## config.mk

```make
export PLATFORM = sky130hd
export DESIGN_NAME = if_stage
export DESIGN_NICKNAME = d
export VERILOG_FILES = /design/src/rtl/if_stage.sv
export SDC_FILE = /design/constraint.sdc
export NUM_CORES = 1
export LEC_CHECK = 0
export CAP_MARGIN = 20
export CORE_ASPECT_RATIO = 1.75
export CORE_MARGIN = 1
export CORE_UTILIZATION = 50
export CTS_CLUSTER_DIAMETER = 120
export DETAILED_ROUTE_END_ITERATION = 16
export HOLD_SLACK_MARGIN = 0.06
export PLACE_DENSITY = 0.79
export SKIP_LAST_GASP = 1
export SLEW_MARGIN = 20
export SYNTH_ARGS = -nofsm -noshare
export SYNTH_HDL_FRONTEND = slang
export SYNTH_SLANG_ARGS = --single-unit
```

## constraint.sdc

```tcl
create_clock -name clk -period 4.9 [get_ports clk]
set_clock_uncertainty 0.2 [all_clocks]
set_input_delay 0.49 -clock clk [delete_from_list [all_inputs] [get_ports clk]]
set_output_delay 0.49 -clock clk [all_outputs]
set_load 0.05 [all_outputs]
```

## src/rtl/if_stage.sv

```systemverilog
// if_stage: MIPS instruction fetch with PC, next-PC select, IF/ID register and stall/flush counters
module if_stage #(
    parameter logic [31:0] RESET_PC  = 32'h0000_3000,
    parameter int          CNT_WIDTH = 16
) (
    input  logic                 clk,
    input  logic                 reset,
    input  logic                 PCWrite,
    input  logic                 IFWrite,
    input  logic                 IFflush,
    input  logic                 Jump,
    input  logic                 Branch,
    input  logic                 Compare_Zero,
    output logic [31:0]          imem_addr,
    input  logic [31:0]          imem_data,
    output logic [31:0]          ID_instr,
    output logic [31:0]          ID_PC4,
    output logic                 ID_valid,
    output logic [CNT_WIDTH-1:0] stall_count,
    output logic [CNT_WIDTH-1:0] flush_count
);
    logic [31:0] pc, pc4, br_target, j_target, next_pc;
    logic        stall, flush;

    assign imem_addr = pc;

    // next-PC candidates; the ID-stage redirect (jump over taken branch) overrides sequential fetch
    always_comb begin
        pc4       = pc + 32'd4;
        br_target = ID_PC4 + {{14{ID_instr[15]}}, ID_instr[15:0], 2'b00};
        j_target  = {ID_PC4[31:28], ID_instr[25:0], 2'b00};
        next_pc   = Jump ? j_target : (Branch && Compare_Zero) ? br_target : pc4;
        stall     = !PCWrite || !IFWrite;
        flush     = IFWrite && IFflush;
    end

    // PC holds while stalled, which also defers any redirect until the ID compare is final
    always_ff @(posedge clk or posedge reset)
        if (reset)
            pc <= RESET_PC;
        else if (PCWrite)
            pc <= next_pc;

    // IF/ID register: hold on IFWrite low, otherwise capture the fetch or a squashed nop
    always_ff @(posedge clk or posedge reset)
        if (reset) begin
            ID_instr <= '0;
            ID_PC4   <= '0;
            ID_valid <= 1'b0;
        end else if (IFWrite) begin
            ID_instr <= IFflush ? '0 : imem_data;
            ID_PC4   <= IFflush ? '0 : pc4;
            ID_valid <= !IFflush;
        end

    // saturating performance counters for stall cycles and squashed fetches
    always_ff @(posedge clk or posedge reset)
        if (reset) begin
            stall_count <= '0;
            flush_count <= '0;
        end else begin
            if (stall && stall_count != '1)
                stall_count <= stall_count + CNT_WIDTH'(1);
            if (flush && flush_count != '1)
                flush_count <= flush_count + CNT_WIDTH'(1);
        end
endmodule
```

After elaboration in Yosys (flattened, before gate mapping)

Index checks and enable logic that the tools add are counted.

Input bits: 40
Logic and storage cells: 24
Flip-flop bits (word level): 129

Muxes and demuxes: 4
Reduce and logical (&&, ||, !) cells: 8
Add/sub/neg operators: 4
Equality and inequality tests: 2

Operators by type and width:

| operator                                       | number |
|---|---|
| two-way mux 32 bit                             | 4 |
| adder 16 x 1 -> 16 bit (second input constant) | 2 |
| adder 32 x 3 -> 32 bit (second input constant) | 1 |
| adder 32 bit                                   | 1 |
| != test 16 bit (second input constant)         | 2 |
| logical AND 1 bit                              | 4 |
| zero test 1 bit                                | 3 |
| logical OR 1 bit                               | 1 |

Longest topological paths before layout

Word-level depth: 3
Mapped depth: 9

Worst setup path before layout

Ideal clock, no wire load.

Path kind: reg2reg
Start: register ID_instr[0]
End: register pc[26] (netlist: imem_addr[26])
Clock period less this slack: 3.058 ns
Path slack: 1.842 ns
Library setup time: 0.110 ns
Buffers on the path: 0
Arrival: 2.747 ns
Cell stages (with the launch flop): 10
Cells stage by stage: dfrtp_1 -> ha_1 -> fa_1 -> a211oi_1 -> o21bai_1 -> a211oi_2 -> a21oi_1 -> a21bo_2 -> mux2i_1 -> o41ai_1

Word-level cells in the longest chain between the ends: 3

Ends and longest elaborated chain:

| element                          | line | source |
|---|---|---|
| from (decl)                      | 16   | `output logic [31:0] ID_instr,` |
| from (signal assigned)           | 51   | `ID_instr <= IFflush ? '0 : imem_data;` |
| adder 32 bit                     | 30   | `br_target = ID_PC4 + {{14{ID_instr[15]}}, ID_instr[15:0], 2'b00};` |
| two-way mux 32 bit (2 in series) | 32   | `next_pc = Jump ? j_target : (Branch && Compare_Zero) ? br_target : pc4;` |
| to (signal assigned)             | 42   | `pc <= next_pc;` |
| to (decl)                        | 22   | `logic [31:0] pc, pc4, br_target, j_target, next_pc;` |

No other way between the ends.
A chain may end at the register's enable or synchronous reset.

Worst setup path in the final report

Same ends and word-level chain as after synthesis.

==> run metrics <==
Pleak=0.00443 uW; max-slew violation count=0; routed vias/inst=6.03; CTS Hold Buffers Added=0; layout cells sized above 1=0.0681; worst r2r dst=imem_addr[26]$_DFFE_PP0P_; top_reg_cell synth=dfrtp_1; pin count of the biggest net entering global routing=75; Clock Latency Late Sink=0.42 ns; Mapped Nets=991; die width=97.4 um; metal3 WL=1450 um; filler cell count=1281; worst hold slack=0.297 ns; first-pass GRT wire length=41000 um; WP data arrival=3.37 ns; final instance area=0.0104 mm^2; hold crit path type=reg2reg; met2 routed WL=13600 um; Max Cap Viol=0; synthesized flop and latch total=129; clock slew at reported path FFs=0.06 ns; CP Launch Type=flip-flop; Final Hold Violating Endpoints=0; Post-DP HPWL=19300 um; CP required=5.00 ns; Worst Tran Pin Value=0.995 ns; Chip Height=169 um; top post-synthesis cells by count=dfrtp_1, nand2_1, inv_1; R2R Path Start=ID_instr[0]$_DFFE_PP0P_; routed via count=7666; Inserted Clock Buffers=17; Fmax=0.306 GHz; PortBufs=168; Pwr Density=422 mW/mm^2; first drt pass iteration count=5; Netlist cell types=75; Post-Syn Instances=918; vias in the first global route=7747; CTS sink cnt=129; cell count along the critical path=9; RSZ-0062 raised after global routing=no; mux share of post-synthesis cell area=0.0107; DRC=0; Layout area overhead=30.2%; peak supply drop=0.393 mV; Mapped Area=0.00796 mm^2; Core Footprint=0.0155 mm^2; adder-cell area share of the yosys netlist=0.0528; main combinational cell family by area after synthesis=compound AO/OA/AOI/OAI gates; max incr delay on CP=0.49 ns; hold depth=1; cell taking the most area after synthesis=dfrtp_1; CP endpoint kind=flip-flop; top cells by area, synth=dfrtp_1, xnor2_1, ha_1, nand2_1, o21ai_0; simple-gate share of the synthesized area=0.180; die area=0.0165 mm^2; status=complete, no violations; ANT cells=0; final setup fails=0; H-tree Lvls=4; critical path's slowest cell=a211oi_2; ys async rst share=1.00; DRT iter0 DRCs=623; final setup TNS=0 ns; Post-CTS Setup Bufs=0; Clock Root Buffer=clkbuf_16; clock tree buffer depth=2; critical path, cell by cell=ha_1 -> fa_1 -> a211oi_1 -> o21bai_1 -> a211oi_2 -> a21oi_1 -> a21bo_2 -> mux2i_1 -> o41ai_1; period utilisation layout=0.666; Syn. warnings=0; R2R Setup Slk=1.64 ns; Crit path max-delay family=compound AO/OA/AOI/OAI gates; initial antenna violation count=0; gr usage total=0.320; RD Place Congestion=0.985; DR top layer=met4; CP max FO=5; # resized after CTS=0; XOR/XNOR share of the synthesized area=0.0858; gr ovfl total=0; Synth top area share=0.399; routed length on met1=9540 um; FP Rows=60; hold endpoint=stall_count[7]$_DFFE_PP0P_; count leader, synth=dfrtp_1; critical path class=reg2reg; Nets=1146; compound-gate portion of the synthesized area=0.203; Avg Inst Size Synth=8.67 um^2; Starting Density=0.515; placed inst area=0.00976 mm^2; Post-synth EDFFs=0; I/O pin total=169; r2r worst-path depth=9; Max-Slew Margin vs Limit=0.337; min-delay src=stall_count[7]$_DFFE_PP0P_; ANT nets after route=0; total wire length=26300 um; Design Power=4370 uW; TritonCTS clock tree=done; buffers plus inverters on the worst setup path=0; sequential fraction of the synthesis area=0.406; routed wire length per instance=20.7 um; Final min period=3.26 ns
[sequential cells by signal (all words and copies together), names as in the netlist]
register / cells
ID_PC4: 32
ID_instr: 32
ID_valid: 1
flush_count: 16
imem_addr: 32
stall_count: 16
[per-stage QoR]
step           setup WS, ns  cells   util
2_1_floorplan         0.772    918      -
3_3_place_gp           1.80   1240  0.631
3_5_place_dp           1.73   1240  0.631
4_1_cts                1.67   1272  0.670
5_1_grt                1.48   1272  0.670
6_report               1.64   1272  0.670
[logic make-up (layout without fill, tap and decap cells)]
group           after synthesis  count (layout)
compound gates              253             253
xor+xnor                     78              78
fa+ha+maj                    33              33
buf+inv                     123             291
flops                       129             129
mux                           8               8
simple gates                294             294
[placed cells by master, fill, tap and decap left out, types with 4 or more instances in the layout]
| cell | instances |
|---|---|
| xnor2_1 | 50 |
| o221ai_1 | 5 |
| mux2i_1 | 4 |
| o22ai_1 | 31 |
| clkinv_4 | 5 |
| buf_4 | 9 |
| a21oi_1 | 55 |
| o31ai_1 | 5 |
| and3_2 | 4 |
| nor3_1 | 20 |
| o21ai_0 | 75 |
| o21ai_1 | 4 |
| o21bai_1 | 8 |
| or2_2 | 4 |
| nand2_1 | 100 |
| clkdlybuf4s50_1 | 167 |
| and3_1 | 16 |
| a21o_1 | 12 |
| inv_1 | 80 |
| nand4_1 | 16 |
| dfrtp_1 | 127 |
| clkbuf_16 | 17 |
| nor2_1 | 59 |
| o21a_1 | 8 |
| ha_1 | 32 |
| a31oi_1 | 4 |
| o31a_1 | 4 |
| a211oi_1 | 7 |
| and4_1 | 5 |
| nand3_1 | 40 |
| a221oi_1 | 5 |
| xor2_1 | 28 |
| mux2_2 | 4 |
[worst max-delay path by stage]
| stage | slack, ns | startpoint | to |
|---|---|---|---|
| floorplan | 0.77 | reset | ID_PC4[0]$_DFFE_PP0P_ |
| CTS | 1.67 | ID_instr[0]$_DFFE_PP0P_ | imem_addr[26]$_DFFE_PP0P_ |
| global placement | 1.80 | ID_instr[0]$_DFFE_PP0P_ | imem_addr[26]$_DFFE_PP0P_ |
| finish | 1.64 | ID_instr[0]$_DFFE_PP0P_ | imem_addr[26]$_DFFE_PP0P_ |
| detailed placement | 1.73 | ID_instr[0]$_DFFE_PP0P_ | imem_addr[26]$_DFFE_PP0P_ |
| global route | 1.48 | ID_instr[0]$_DFFE_PP0P_ | imem_addr[20]$_DFFE_PP0P_ |
[area by class of cell]
type | count | area, um^2 | share of cell area
multi-input cells | 666 | 4240 | 0.409
flip-flops and latches | 129 | 3230 | 0.312
repair buffers | 177 | 1740 | 0.168
clock buffers | 18 | 429 | 0.0414
inverters | 82 | 310 | 0.0299
well taps | 186 | 233 | 0.0225
clock inverters | 14 | 180 | 0.0174
[layer usage]
layer | track usage | vias up
met3 | 0.0590 | 111
met2 | 0.566 | 342
met1 | 0.344 | 3659
met5 | 0 | -
met4 | 0.217 | 0
li1 | - | 3554
[power by group]
group          switching [uW]  leakage, uW  internal (uW)
logic                    1030      0.00248            552
registers                 224      0.00166           1220
clock network             541     0.000291            809
total                    1790      0.00443           2580
(Power assumes the default switching activity.)
